### config.mk
export PLATFORM = sky130hd
export DESIGN_NAME = fp_mul_result_fifo
export DESIGN_NICKNAME = d
export VERILOG_FILES = /design/src/rtl/fp_mul_result_fifo.sv
export SDC_FILE = /design/constraint.sdc
export NUM_CORES = 1
export LEC_CHECK = 0
export BUFFER_PORTS_ARGS = -buffer_cell sky130_fd_sc_hd__buf_2
export CORE_UTILIZATION = 44
export CTS_BUF_LIST = sky130_fd_sc_hd__clkbuf_4 sky130_fd_sc_hd__clkbuf_8
export DETAILED_ROUTE_END_ITERATION = 10
export SLEW_MARGIN = 20
export SYNTH_ARGS = -nofsm -noshare
export SYNTH_HDL_FRONTEND = slang
export SYNTH_SLANG_ARGS = --single-unit
### constraint.sdc
create_clock -name clk -period 6.4 [get_ports clk]
set_input_delay 0.32 -clock clk [delete_from_list [all_inputs] [get_ports clk]]
set_output_delay 0.32 -clock clk [all_outputs]
set_load 0.005 [all_outputs]
### src/rtl/fp_mul_result_fifo.sv
`default_nettype none
// ============================================================================
// Module   : fp_mul_result_fifo
// Purpose  : Result stage behind the single-precision FP multiplier. Accepts
//            product words with overflow/underflow flags over a valid/ready
//            handshake. Optionally applies IEEE-754 exception fix-up, then
//            buffers entries in a small FIFO that feeds the FPU result bus.
//            Also keeps sticky exception status and a saturating counter of
//            overflow events.
// Options  : `define FP_FIXUP_EN  -> overflow entries are stored as +/-inf and
//                                   underflow entries as +/-zero. When the
//                                   macro is undefined, in_result is stored
//                                   unchanged.
// Ports    : clk, rst_n               clock, async active-low reset
//            in_valid/in_ready        producer handshake (ready = count<DEPTH)
//            in_result/in_overflow/in_underflow  product word and flags
//            out_valid/out_ready      consumer handshake (valid = count!=0)
//            out_data/out_flags       registered FIFO head {ovf, udf}
//            count                    current occupancy
//            sticky_ovf/sticky_udf    sticky status, cleared by clr_sticky
//            ovf_count                saturating overflow-event counter
// Revision : 1.0 - initial release
// ============================================================================
module fp_mul_result_fifo #(
    parameter int DEPTH = 4,
    parameter int CNT_W = 8
) (
    input  logic                     clk,
    input  logic                     rst_n,
    input  logic                     in_valid,
    output logic                     in_ready,
    input  logic [31:0]              in_result,
    input  logic                     in_overflow,
    input  logic                     in_underflow,
    output logic                     out_valid,
    input  logic                     out_ready,
    output logic [31:0]              out_data,
    output logic [1:0]               out_flags,
    output logic [$clog2(DEPTH):0]   count,
    output logic                     sticky_ovf,
    output logic                     sticky_udf,
    input  logic                     clr_sticky,
    output logic [CNT_W-1:0]         ovf_count
);

    localparam int                C_AW        = $clog2(DEPTH);
    localparam int                C_CW        = C_AW + 1;
    localparam logic [C_CW-1:0]   C_DEPTH     = C_CW'(DEPTH);
    localparam logic [C_CW-1:0]   C_CNT_ONE   = C_CW'(1);
    localparam logic [C_AW-1:0]   C_PTR_ONE   = C_AW'(1);
    localparam logic [CNT_W-1:0]  C_OVF_MAX   = {CNT_W{1'b1}};
    localparam logic [CNT_W-1:0]  C_OVF_ONE   = CNT_W'(1);

    // Storage: each entry is {data[31:0], ovf, udf}
    logic [33:0]       mem_q [DEPTH];
    logic [C_AW-1:0]   wr_ptr_q, wr_ptr_d;
    logic [C_AW-1:0]   rd_ptr_q, rd_ptr_d;
    logic [C_CW-1:0]   count_q,  count_d;
    logic [31:0]       head_data_q,  head_data_d;
    logic [1:0]        head_flags_q, head_flags_d;
    logic              sticky_ovf_q, sticky_ovf_d;
    logic              sticky_udf_q, sticky_udf_d;
    logic [CNT_W-1:0]  ovf_cnt_q,    ovf_cnt_d;

    logic              w_push;
    logic              w_pop;
    logic [31:0]       w_entry_data;
    logic [1:0]        w_entry_flags;

    assign in_ready  = (count_q < C_DEPTH);
    assign out_valid = (count_q != '0);
    assign w_push    = in_valid && in_ready;
    assign w_pop     = out_valid && out_ready;

    // Entry formation. Overflow dominates when both flags are raised, so the
    // stored flag pair is never 2'b11.
    always_comb begin
        w_entry_flags = 2'b00;
        if (in_overflow) begin
            w_entry_flags = 2'b10;
        end else if (in_underflow) begin
            w_entry_flags = 2'b01;
        end
`ifdef FP_FIXUP_EN
        if (in_overflow) begin
            w_entry_data = {in_result[31], 8'hFF, 23'h0};
        end else if (in_underflow) begin
            w_entry_data = {in_result[31], 31'h0};
        end else begin
            w_entry_data = in_result;
        end
`else
        w_entry_data = in_result;
`endif
    end

    // Next-state for pointers, occupancy and status. DEPTH is a power of two,
    // so pointer wrap is the natural rollover of C_AW-bit counters.
    always_comb begin
        wr_ptr_d = w_push ? wr_ptr_q + C_PTR_ONE : wr_ptr_q;
        rd_ptr_d = w_pop  ? rd_ptr_q + C_PTR_ONE : rd_ptr_q;

        count_d = count_q;
        case ({w_push, w_pop})
            2'b10:   count_d = count_q + C_CNT_ONE;
            2'b01:   count_d = count_q - C_CNT_ONE;
            default: count_d = count_q;
        endcase

        // The output register tracks the head of the next cycle. When the
        // new read pointer lands on the slot being written this cycle, the
        // FIFO was (or became) empty and the incoming entry is the new head;
        // memory does not hold it yet. When the FIFO goes empty the last
        // head is left in place.
        head_data_d  = head_data_q;
        head_flags_d = head_flags_q;
        if ((count_d != '0) && (w_push || w_pop)) begin
            if (w_push && (rd_ptr_d == wr_ptr_q)) begin
                head_data_d  = w_entry_data;
                head_flags_d = w_entry_flags;
            end else begin
                head_data_d  = mem_q[rd_ptr_d][33:2];
                head_flags_d = mem_q[rd_ptr_d][1:0];
            end
        end

        // A set in the same cycle as a clear takes precedence.
        sticky_ovf_d = sticky_ovf_q;
        if (w_push && w_entry_flags[1]) begin
            sticky_ovf_d = 1'b1;
        end else if (clr_sticky) begin
            sticky_ovf_d = 1'b0;
        end

        sticky_udf_d = sticky_udf_q;
        if (w_push && w_entry_flags[0]) begin
            sticky_udf_d = 1'b1;
        end else if (clr_sticky) begin
            sticky_udf_d = 1'b0;
        end

        ovf_cnt_d = ovf_cnt_q;
        if (w_push && w_entry_flags[1] && (ovf_cnt_q != C_OVF_MAX)) begin
            ovf_cnt_d = ovf_cnt_q + C_OVF_ONE;
        end
    end

    always_ff @(posedge clk or negedge rst_n) begin
        if (!rst_n) begin
            for (int i = 0; i < DEPTH; i++) begin
                mem_q[i] <= '0;
            end
            wr_ptr_q     <= '0;
            rd_ptr_q     <= '0;
            count_q      <= '0;
            head_data_q  <= '0;
            head_flags_q <= '0;
            sticky_ovf_q <= 1'b0;
            sticky_udf_q <= 1'b0;
            ovf_cnt_q    <= '0;
        end else begin
            if (w_push) begin
                mem_q[wr_ptr_q] <= {w_entry_data, w_entry_flags};
            end
            wr_ptr_q     <= wr_ptr_d;
            rd_ptr_q     <= rd_ptr_d;
            count_q      <= count_d;
            head_data_q  <= head_data_d;
            head_flags_q <= head_flags_d;
            sticky_ovf_q <= sticky_ovf_d;
            sticky_udf_q <= sticky_udf_d;
            ovf_cnt_q    <= ovf_cnt_d;
        end
    end

    assign out_data   = head_data_q;
    assign out_flags  = head_flags_q;
    assign count      = count_q;
    assign sticky_ovf = sticky_ovf_q;
    assign sticky_udf = sticky_udf_q;
    assign ovf_count  = ovf_cnt_q;

endmodule
`default_nettype wire
==> metrics.md, run 1 <==
| Metric | Value |
|---|---|
| Initial antenna violation count | `1` |
| Power Density | `between 500 and 600 mW/mm^2` |
| Drt pass-1 iters | `4` |
| TNS Setup | `0 ns` |
| 1st-iter DRT viols | `about 340` |
| Fin Hold WS | `-0.0383 ns` |
| Maxcap violations | `0` |
| Fmax | `258 MHz` |
| Post-Syn Area | `0.00953 sq mm` |
| Maximum clock insertion buffer count | `2` |
| Number of port buffers | `87` |
| Minimum clock period after layout | `3.88 ns` |
| CTS Buf Count | `17` |
| Wire per inst | `around 20 um` |
| Worst vdd ir | `224 uV` |
| Synth-to-layout area growth | `11.1%` |
| Top-count cell post-synth | `dfrtp_1` |
| Failing checks | `negative hold slack` |
| TritonCTS clock tree | `built` |
| Initial Utilization | `0.451` |
| Post-DP Area | `between 0.01 and 0.015 sq mm` |
| Die X | `about 150 um` |
| Outcome | `finished with violations` |
| #FFs+latches synth | `187` |
| DR vias | `5,751` |
| Gr usage total | `0.201` |
| Ratio of final minimum period to clock period | `0.607` |
| Worst skew pair latency | `between 0.4 and 0.5 ns` |
| Full die area | `approximately 0.022 sq mm` |
| Skew final | `slightly above 0.01 ns` |
| Worst path arrival time | `4.26 ns` |
| Async SR Flop Fraction | `1.00` |
| Clock Power Share | `0.145` |
| Die height | `approximately 150 um` |
| Most common library cells after synthesis | `dfrtp_1 (187), mux2_2 (164), mux4_2 (64)` |
| Routed Wire Length | `20,600 um` |
| Actual slew at the worst max-slew pin | `between 0.9 and 1 ns` |
| Leak Pwr | `about 4.8 nW` |
| First-pass GRT wire length | `approximately 34,000 um` |
| Crit Path Category | `reg2reg` |
| Clk sink count | `between 150 and 200` |
| Critical Path RT | `between 6 and 7 ns` |
| FF+latch area | `about 0.0047 sq mm` |
| Slew HR | `0.344` |
| Vias in the first global route | `roughly 6,100` |
| Placeable Area | `0.0212 sq mm` |
| Post-Syn Instances | `approximately 660` |
| Num ports | `88` |
| Layout Utilization | `0.501` |
| GR Overflow Total | `0` |
| Ys Warns | `0` |
| Layout Nets | `approximately 780` |
| Slew Viols, Final | `0` |
| Yosys top cell area share | `0.491` |
| Unrepaired setup endpoints after global routing | `false` |
| CTS resizes | `0` |
| Area leader, netlist | `dfrtp_1` |
| CTS clk-pin slew, worst paths | `0.10 ns` |
| Switching share of power | `0.341` |
| P_sw | `approximately 2 mW` |
| Largest net degree at the start of global routing | `between 100 and 150` |
| H-tree depth | `4` |
| Syn Area/Cell | `roughly 14 sq um` |
| Synth unique cells | `between 40 and 50` |
| Pint | `3.78 mW` |
| Footprint of the multi-input gates | `0.00457 sq mm` |
| Post-route ant nets | `0` |
| # setup viols final | `0` |
| CP endpoint kind | `flop` |
| Sequential cell area fraction in the yosys report | `0.491` |
| Fin worst setup slack | `approximately 2.5 ns` |
| Hold Crit Class | `in2async` |
| Dpl hpwl | `between 10,000 and 15,000 um` |
| Post-CTS Setup Bufs | `0` |
| # fillers | `1,810` |
| Maximum fanout along the worst path | `44` |
| Cell area after layout | `between 0.01 and 0.015 sq mm` |
| Residual DRC | `0` |
| Hold Vio Cnt, Final | `17` |
| Vias per cell | `5.64` |
| Share of cells above drive strength 1 | `0.494` |
| Total Power | `5.74 mW` |
| CP Launch Type | `flop` |
| Cts hold-fix bufs | `0` |
| # rows | `53` |
| Reg power frac | `0.389` |
| Part of the power in combinational logic | `0.466` |
| Post-synth EDFFs | `0` |
| Ys flop type | `dfrtp_1` |
| Final Wtd Congestion | `0.761` |
| Mapped Nets | `705` |
| Area contributors post-synth | `dfrtp_1 (49%), mux2_2 (19%), mux4_2 (15%)` |
| DP Worst Slack | `roughly 2.5 ns` |
| Placed cells | `a little under 1,000` |
| Layout Cells excl Fill | `1,019` |
| Root Buffer | `clkbuf_8` |
-- layout make-up --
type,instances,share of cell area
diodes,1,0.000236
clock buffers,27,0.0321
clock inverters,5,0.00768
inverters,10,0.00425
multi-input cells,417,0.432
flip-flops and latches,187,0.442
well taps,275,0.0325
repair buffers,97,0.0490
-- state kept, by name (all words and copies together), names as in the netlist --
name,cells
mem_q,136
out_data,32
ovf_count,8
count,3
out_flags,2
rd_ptr_q,2
wr_ptr_q,2
sticky_ovf,1
sticky_udf,1
-- power by group through the flow --
stage          clock network [mW]  registers (mW)  logic [mW]
6_report                    0.833            2.23        2.68
5_1_grt                     0.906            2.32        2.93
4_1_cts                     0.857            2.24        2.72
3_5_place_dp                    0            2.26        2.72
3_3_place_gp                    0            2.20        2.63
2_1_floorplan                   0            2.09        2.20
-- final timing paths --
check / start / to / slack, ns / depth (start not counted)
min in group clk: clr_sticky / sticky_ovf / 0.06 / 2
worst max register to register: count[2] / out_data[13] / 2.52 / 11
worst min register to register: out_data[27] / out_data[27] / 0.48 / 2
worst min-delay path: rst_n / mem_q[96] / -0.04 / 1
max in group asynchronous: rst_n / rd_ptr_q[1] / 4.80 / 2
worst max-delay path: count[2] / out_data[13] / 2.52 / 11
-- placed cells by master (no fill, tap or decap), types with 4 or more instances in the layout --
cell / instances
mux2i_1: 36
xor2_1: 5
clkbuf_4: 5
inv_1: 9
clkbuf_8: 23
mux2_2: 164
nor2_1: 4
o21ai_1: 31
a21oi_1: 5
ha_1: 7
xnor2_1: 7
buf_4: 10
buf_2: 86
dfrtp_1: 185
nand2_2: 4
mux4_2: 64
o21ai_0: 9
nand2_1: 47
-- critical path, cell delays in order, from the launching register on --
cell and delay (ns):
dfrtp_1 0.46, o31a_2 0.15, buf_4 0.56, ha_1 0.31, inv_1 0.07, fa_1 0.37
xor2_1 0.16, o21ai_0 0.29, a31o_2 0.87, buf_4 0.39, nand2_1 0.08, o21ai_1 0.09
-- cells by family after synthesis --
logic type	share of synthesized area
mux	0.383
flops	0.491
simple gates	0.0326
compound gates	0.0358
buf+inv	0.0308
xor+xnor	0.0158
fa+ha+maj	0.0113
-- metal layers --
layer	up-vias	part of all wire	global-route usage
met2	96	0.52	0.349
li1	2599	-	-
met3	18	0.026	0.0404
met4	0	0.012	0.0515
met1	3038	0.44	0.255
met5	-	0	0
No activity file was read; power rests on OpenSTA's default activity.
==> run 2: changes to the inputs <==
- ABC_AREA: not set -> 1
- clock period: 6.4 -> 3.2 ns (I/O delays scaled with it)
==> metrics.md, run 2 <==
| Metric | Value |
|---|---|
| Outcome | `complete, no violations` |
| Ys flop type | `dfrtp_1` |
| Gr busiest metal | `met2` |
| # rows | `51` |
| Post-Syn Area | `approximately 0.009 sq mm` |
| Footprint of the multi-input gates | `around 0.0035 sq mm` |
| Fin Hold WS | `around 0.02 ns` |
| Most common library cells after synthesis | `nand2_1 (364), dfrtp_1 (187), nand3_1 (180)` |
| Minimum clock period after layout | `~2.7 ns` |
| Die X | `around 140 um` |
| Slowest cell on the critical path | `dfrtp_1` |
| Synth-to-layout area growth | `12.3%` |
| DR vias | `~7,400` |
| #FFs+latches synth | `187` |
| Die height | `approximately 140 um` |
| Initial antenna violation count | `0` |
| GR Overflow Total | `0` |
| TNS Setup | `0 ns` |
| Slew Viols, Final | `0` |
| Crit Path Category | `reg2reg` |
| CP max stage delay | `~0.42 ns` |
| Commonest non-fill, non-tap cell in the layout | `nand2_1` |
| Clock Power Share | `0.165` |
| Skew final | `between 0.02 and 0.025 ns` |
| Pint | `between 5 and 6 mW` |
| Maxcap violations | `0` |
| Reg power frac | `0.380` |
| Most frequent cells in the layout | `nand2_1 (360), dfrtp_1 (187), nand3_1 (180), o21ai_0 (138), buf_2 (86)` |
| Routed Wire Length | `23,200 um` |
| Power Density | `between 1000 and 1500 mW/mm^2` |
| Critical Path Source | `count[1]` |
| Wire per inst | `around 17 um` |
| Largest Register | `mem_q` |
| Drt pass-1 iters | `5` |
| Top-count cell post-synth | `nand2_1` |
| Grt met2 use | `0.403` |
| Maximum fanout along the worst path | `19` |
| Layout Nets | `1,169` |
| Antenna Cells | `0` |
| Most frequent CP cell | `nand2_1` |
| H-tree depth | `4` |
| CTS clk-pin slew, worst paths | `0.11 ns` |
| Full die area | `approximately 0.020 sq mm` |
| Worst r2r src | `count[1]` |
| Worst skew pair latency | `0.47 ns` |
| Number of flip-flops in the largest register | `roughly 140` |
| Cell area after layout | `0.00982 sq mm` |
| CTS resizes | `0` |
| Actual slew at the worst max-slew pin | `0.900 ns` |
| # setup viols final | `0` |
| Hold Vio Cnt, Final | `0` |
| Met1 Use GR | `0.325` |
| Yosys top cell area share | `0.535` |
| P_sw | `between 4 and 5 mW` |
| Post-route ant nets | `0` |
| Maximum clock insertion buffer count | `2` |
| Mapped Nets | `around 1,100` |
| 1st-iter DRT viols | `560` |
| Ys Warns | `0` |
| CP endpoint kind | `flop` |
| FF+latch area | `roughly 0.0047 sq mm` |
| Dpl hpwl | `13,300 um` |
| Ratio of final minimum period to clock period | `0.833` |
| Area leader, netlist | `dfrtp_1` |
| Unrepaired setup endpoints after global routing | `false` |
| Async SR Flop Fraction | `1.00` |
| Slew HR | `0.399` |
| Syn Area/Cell | `just over 8 sq um` |
| Clk sink count | `roughly 190` |
| Root Buffer | `clkbuf_8` |
| Largest net degree at the start of global routing | `slightly above 90` |
| Switching share of power | `0.443` |
| Fmax | `375 MHz` |
| Critical Path RT | `3.60 ns` |
| Sequential cell area fraction in the yosys report | `0.535` |
| Vias per cell | `about 5.3` |
| Gr usage total | `0.242` |
| Crit-path cells | `nor2_2, nand2_4, nand2_4, inv_1, ha_1, inv_2, fa_1, o21ai_0, nor2_1, nand2_1, nand2_1, inv_2, buf_12, nand3_1, nand2_1` |
| Total Power | `between 10 and 15 mW` |
| Post-synth EDFFs | `0` |
| Area contributors post-synth | `dfrtp_1 (54%), nand2_1 (16%), nand3_1 (10%)` |
| Placeable Area | `~0.019 sq mm` |
| Worst vdd ir | `488 uV` |
| Share of cells above drive strength 1 | `0.138` |
| Residual DRC | `0` |
| Leak Pwr | `about 5 nW` |
| HP Start | `in_result[23]` |
| Hold Crit Class | `in2reg` |
| Post-Syn Instances | `1,070` |
| Met3 Use GR | `0.0406` |
| CP Launch Type | `flop` |
| Part of the power in combinational logic | `0.456` |
| Post-DP Area | `about 0.0094 sq mm` |
| Vias in the first global route | `~7,000` |
| TritonCTS clock tree | `built` |
| CTS Buf Count | `17` |
| # fillers | `about 1,900` |
| First-pass GRT wire length | `~38,000 um` |
| Initial Utilization | `0.449` |
| Num ports | `88` |
| Synth unique cells | `23` |
| Final Wtd Congestion | `~0.74` |
| Number of port buffers | `87` |
| Layout Utilization | `0.505` |
| Worst path arrival time | `3.07 ns` |
[run 2: cell count changes after synthesis, moves of 36 or more]
cell and delta:
inv_1 +42, mux2_2 -164, mux2i_1 -36, mux4_2 -64
nand2_1 +313, nand3_1 +177, o21ai_0 +129
[run 2: path summary, 6_finish.rpt]
path	to	slack [ns]	depth (start not counted)
setup / recovery	out_data[20]	0.53	15
hold / removal	mem_q[127]	0.02	3
setup reg to reg	out_data[20]	0.53	15
hold reg to reg	out_data[3]	0.48	2
max in group asynchronous	out_data[14]	2.04	3
min in group asynchronous	mem_q[113]	0.32	2
[run 2: stage by stage]
step                setup WS, ns  instances
floorplan                  0.868       1070
global placement           0.628       1366
detailed placement         0.525       1366
CTS                        0.494       1400
global route               0.272       1400
finish                     0.533       1400
[run 2: power by group through the flow]
stage	clock, mW	sequential (mW)	combinational [mW]
detailed placement	0	4.07	4.87
floorplan	0	3.96	3.46
finish	1.75	4.04	4.85
CTS	1.78	4.03	4.89
global placement	0	4.07	4.77
global route	1.88	4.16	5.54
[run 2: layout make-up]
| class | count | area share |
|---|---|---|
| Sequential cell | 187 | 0.477 |
| Multi-Input combinational cell | 753 | 0.359 |
| Timing Repair Buffer | 107 | 0.0649 |
| Tap cell | 265 | 0.0338 |
| Clock buffer | 19 | 0.0266 |
| Inverter | 56 | 0.0214 |
| Clock inverter | 13 | 0.0180 |
[run 2: critical path, delay by kind of cell, from the launching register on]
kind            cells  cell delay (ns)
buf+inv             4             0.64
fa+ha+maj           2             0.59
compound gates      1             0.23
flops               1             0.42
simple gates        8             0.74
[run 2: cell families (layout without fill, tap and decap cells)]
| kind of cell | after synthesis | count (layout) | share of synthesized area |
|---|---|---|---|
| XOR/XNOR | 9 | 9 | 0.00902 |
| buffers and inverters | 130 | 195 | 0.0628 |
| AND/OR/NAND/NOR | 596 | 596 | 0.300 |
| flip-flops | 187 | 187 | 0.535 |
| adder cells (fa/ha/maj) | 8 | 8 | 0.0123 |
| AO/OA/AOI/OAI | 140 | 140 | 0.0804 |
[run 2: per-layer routing]
metal,wire [um],up-vias
met2,11200,206
li1,-,3610
met1,10500,3548
met5,0,-
met4,379,0
met3,1140,25
[run 2: timing repair]
action,in CTS,in global routing
hold buffers,2,0
hold endpoints to repair,89,0
setup buffers,0,0
==> run 3: changes to the inputs <==
- clock period: 3.2 -> 2.8 ns (I/O delays scaled with it)
==> metrics.md, run 3 (same netlist as run 2, synthesis figures left out) <==
| Metric | Value |
|---|---|
| Worst r2r src | `count[0]` |
| 1st-iter DRT viols | `slightly below 600` |
| Commonest non-fill, non-tap cell in the layout | `nand2_1` |
| Kind of cell adding the most delay to the critical path | `simple AND/OR/NAND/NOR gates` |
| Layout Nets | `roughly 1,200` |
| Footprint of the multi-input gates | `between 0.003 and 0.004 sq mm` |
| Wire per inst | `16.3 um` |
| Stages on worst setup path | `17` |
| Total Power | `between 10 and 15 mW` |
| Setup crit end | `out_data[22]` |
| Minimum clock period after layout | `approximately 2.6 ns` |
| Worst path arrival time | `between 2 and 3 ns` |
| Initial Utilization | `0.449` |
| Worst vdd ir | `~640 uV` |
| Maximum fanout along the worst path | `22` |
| Fin Hold WS | `0.0209 ns` |
| # setup viols final | `0` |
| Hold Crit Class | `in2reg` |
| # rows | `~50` |
| Power Density | `~1200 mW/mm^2` |
| Ratio of final minimum period to clock period | `0.923` |
| TNS Setup | `0 ns` |
| Worst skew pair latency | `0.46 ns` |
| First-pass GRT wire length | `roughly 37,000 um` |
| Leak Pwr | `roughly 5.1 nW` |
| Post-route ant nets | `0` |
| Full die area | `between 0.02 and 0.025 sq mm` |
| CP endpoint kind | `flop` |
| FF-to-FF setup slack | `approximately 0.22 ns` |
| Unrepaired setup endpoints after global routing | `false` |
| Crit Path Category | `reg2reg` |
| Dpl hpwl | `about 13,000 um` |
| Fmax | `about 390 MHz` |
| Placed cells | `between 1,000 and 1,500` |
| Gr usage total | `0.238` |
| CP max stage delay | `roughly 0.43 ns` |
| Actual slew at the worst max-slew pin | `around 0.85 ns` |
| H-tree depth | `4` |
| TritonCTS clock tree | `built` |
| Hold Vio Cnt, Final | `0` |
| Largest net degree at the start of global routing | `74` |
| DR vias | `approximately 7,400` |
| Number of flip-flops in the largest register | `136` |
| Slew HR | `0.436` |
| Worst Path Buf+Inv | `5` |
| Crit-path cells | `nor2_2, nand2_4, nand2_4, inv_1, ha_1, inv_2, fa_1, nand2_1, nand3b_1, xor2_1, inv_1, nand2_1, nand2_1, clkinv_2, buf_12, nand3_1, nand2_1` |
| Layout Cells excl Fill | `about 1,400` |
| Root Buffer | `clkbuf_8` |
| Largest Register | `mem_q` |
| Initial antenna violation count | `0` |
| Worst Hold Depth | `3` |
| Placeable Area | `about 0.02 sq mm` |
| Routed Wire Length | `23,100 um` |
| CTS clk-pin slew, worst paths | `0.10 ns` |
| Maxcap violations | `0` |
| Share of cells above drive strength 1 | `0.141` |
| Final Wtd Congestion | `approximately 0.73` |
| Num ports | `88` |
| Residual DRC | `0` |
| Vias in the first global route | `between 6,000 and 7,000` |
| Slowest cell on the critical path | `dfrtp_1` |
| Die height | `between 100 and 150 um` |
| FF-to-FF path depth | `17` |
| Layout Utilization | `0.510` |
| Most frequent CP cell | `nand2_1` |
| Critical Path Source | `count[0]` |
| FF+latch area | `around 0.0047 sq mm` |
| Number of port buffers | `87` |
| Reg-to-reg critical path endpoint | `out_data[22]` |
| # fillers | `~1,900` |
| Outcome | `complete, no violations` |
| Clk sink count | `between 150 and 200` |
| Die X | `143 um` |
| Drt pass-1 iters | `5` |
| Most frequent cells in the layout | `nand2_1 (360), dfrtp_1 (187), nand3_1 (180), o21ai_0 (138), buf_2 (86)` |
| Maximum clock insertion buffer count | `2` |
| Critical Path RT | `~3.2 ns` |
| CTS Buf Count | `17` |
| Synth-to-layout area growth | `13.6%` |
| Antenna Cells | `0` |
| CP Launch Type | `flop` |
| Slew Viols, Final | `0` |
| Skew final | `0.0136 ns` |
| Vias per cell | `5.25` |
| GR Overflow Total | `0` |
run 3: changes by cell type in the layout (fill, tap and decap cells not counted), moves of 2 or more:
cell / previous run / this run
inv_6: 6 / 4
clkinvlp_4: 0 / 2
clkinv_2: 1 / 3
dlygate4sd3_1: 2 / 12
bufinv_16: 3 / 0
buf_12: 3 / 7
run 3: worst min path at each step:
stage | start | endpoint | slack [ns]
final | in_result[19] | mem_q[55] | 0.02
after detailed placement | rst_n | out_data[6] | 0.21
after floorplan | rst_n | count[0] | -0.16
after global routing | in_result[17] | mem_q[53] | 0.008
after CTS | in_result[21] | mem_q[125] | 0.002
after global placement | rst_n | out_data[9] | 0.21
run 3: timing repair:
| item | in CTS | in global routing |
|---|---|---|
| resized for setup | 0 | 1 |
| hold buffers | 12 | 0 |
| setup endpoints to repair | 0 | 22 |
| endpoints found under the hold margin | 98 | 0 |
| buffers inserted | 0 | 0 |
run 3: worst register-to-register path: cells and delay by family (launching register included):
family / cells / cell delay [ns]
buf+inv: 5 / 0.65
flops: 1 / 0.43
simple gates: 9 / 0.70
fa+ha+maj: 2 / 0.55
xor+xnor: 1 / 0.16
run 3: metal layers:
layer | up-vias | track usage | routed length, um
met1 | 3579 | 0.333 | 11000
li1 | 3645 | - | -
met3 | 20 | 0.0429 | 1120
met5 | - | 0 | 0
met2 | 190 | 0.380 | 10700
met4 | 0 | 0.0600 | 273
run 3: final cells by class:
type | count | share of cell area
clock buffer | 19 | 0.0257
clock inverter | 13 | 0.0110
inverter | 56 | 0.0213
multi-input combinational | 753 | 0.355
sequential | 187 | 0.471
tap | 265 | 0.0334
timing repair buffer | 122 | 0.0830
run 3: metrics by stage:
stage / setup slack (ns) / area, sq um
2_1_floorplan: 0.468 / 8740
3_3_place_gp: 0.294 / 9450
3_5_place_dp: 0.191 / 9450
4_1_cts: 0.147 / 9930
5_1_grt: 0.00160 / 9930
6_report: 0.215 / 9930
run 3: power by group:
| part | switching, mW | leakage [nW] | internal, mW |
|---|---|---|---|
| registers | 0.692 | 2.35 | 3.93 |
| clock network | 1.04 | 0.185 | 0.673 |
| logic | 3.64 | 2.56 | 1.99 |
| total | 5.37 | 5.09 | 6.59 |
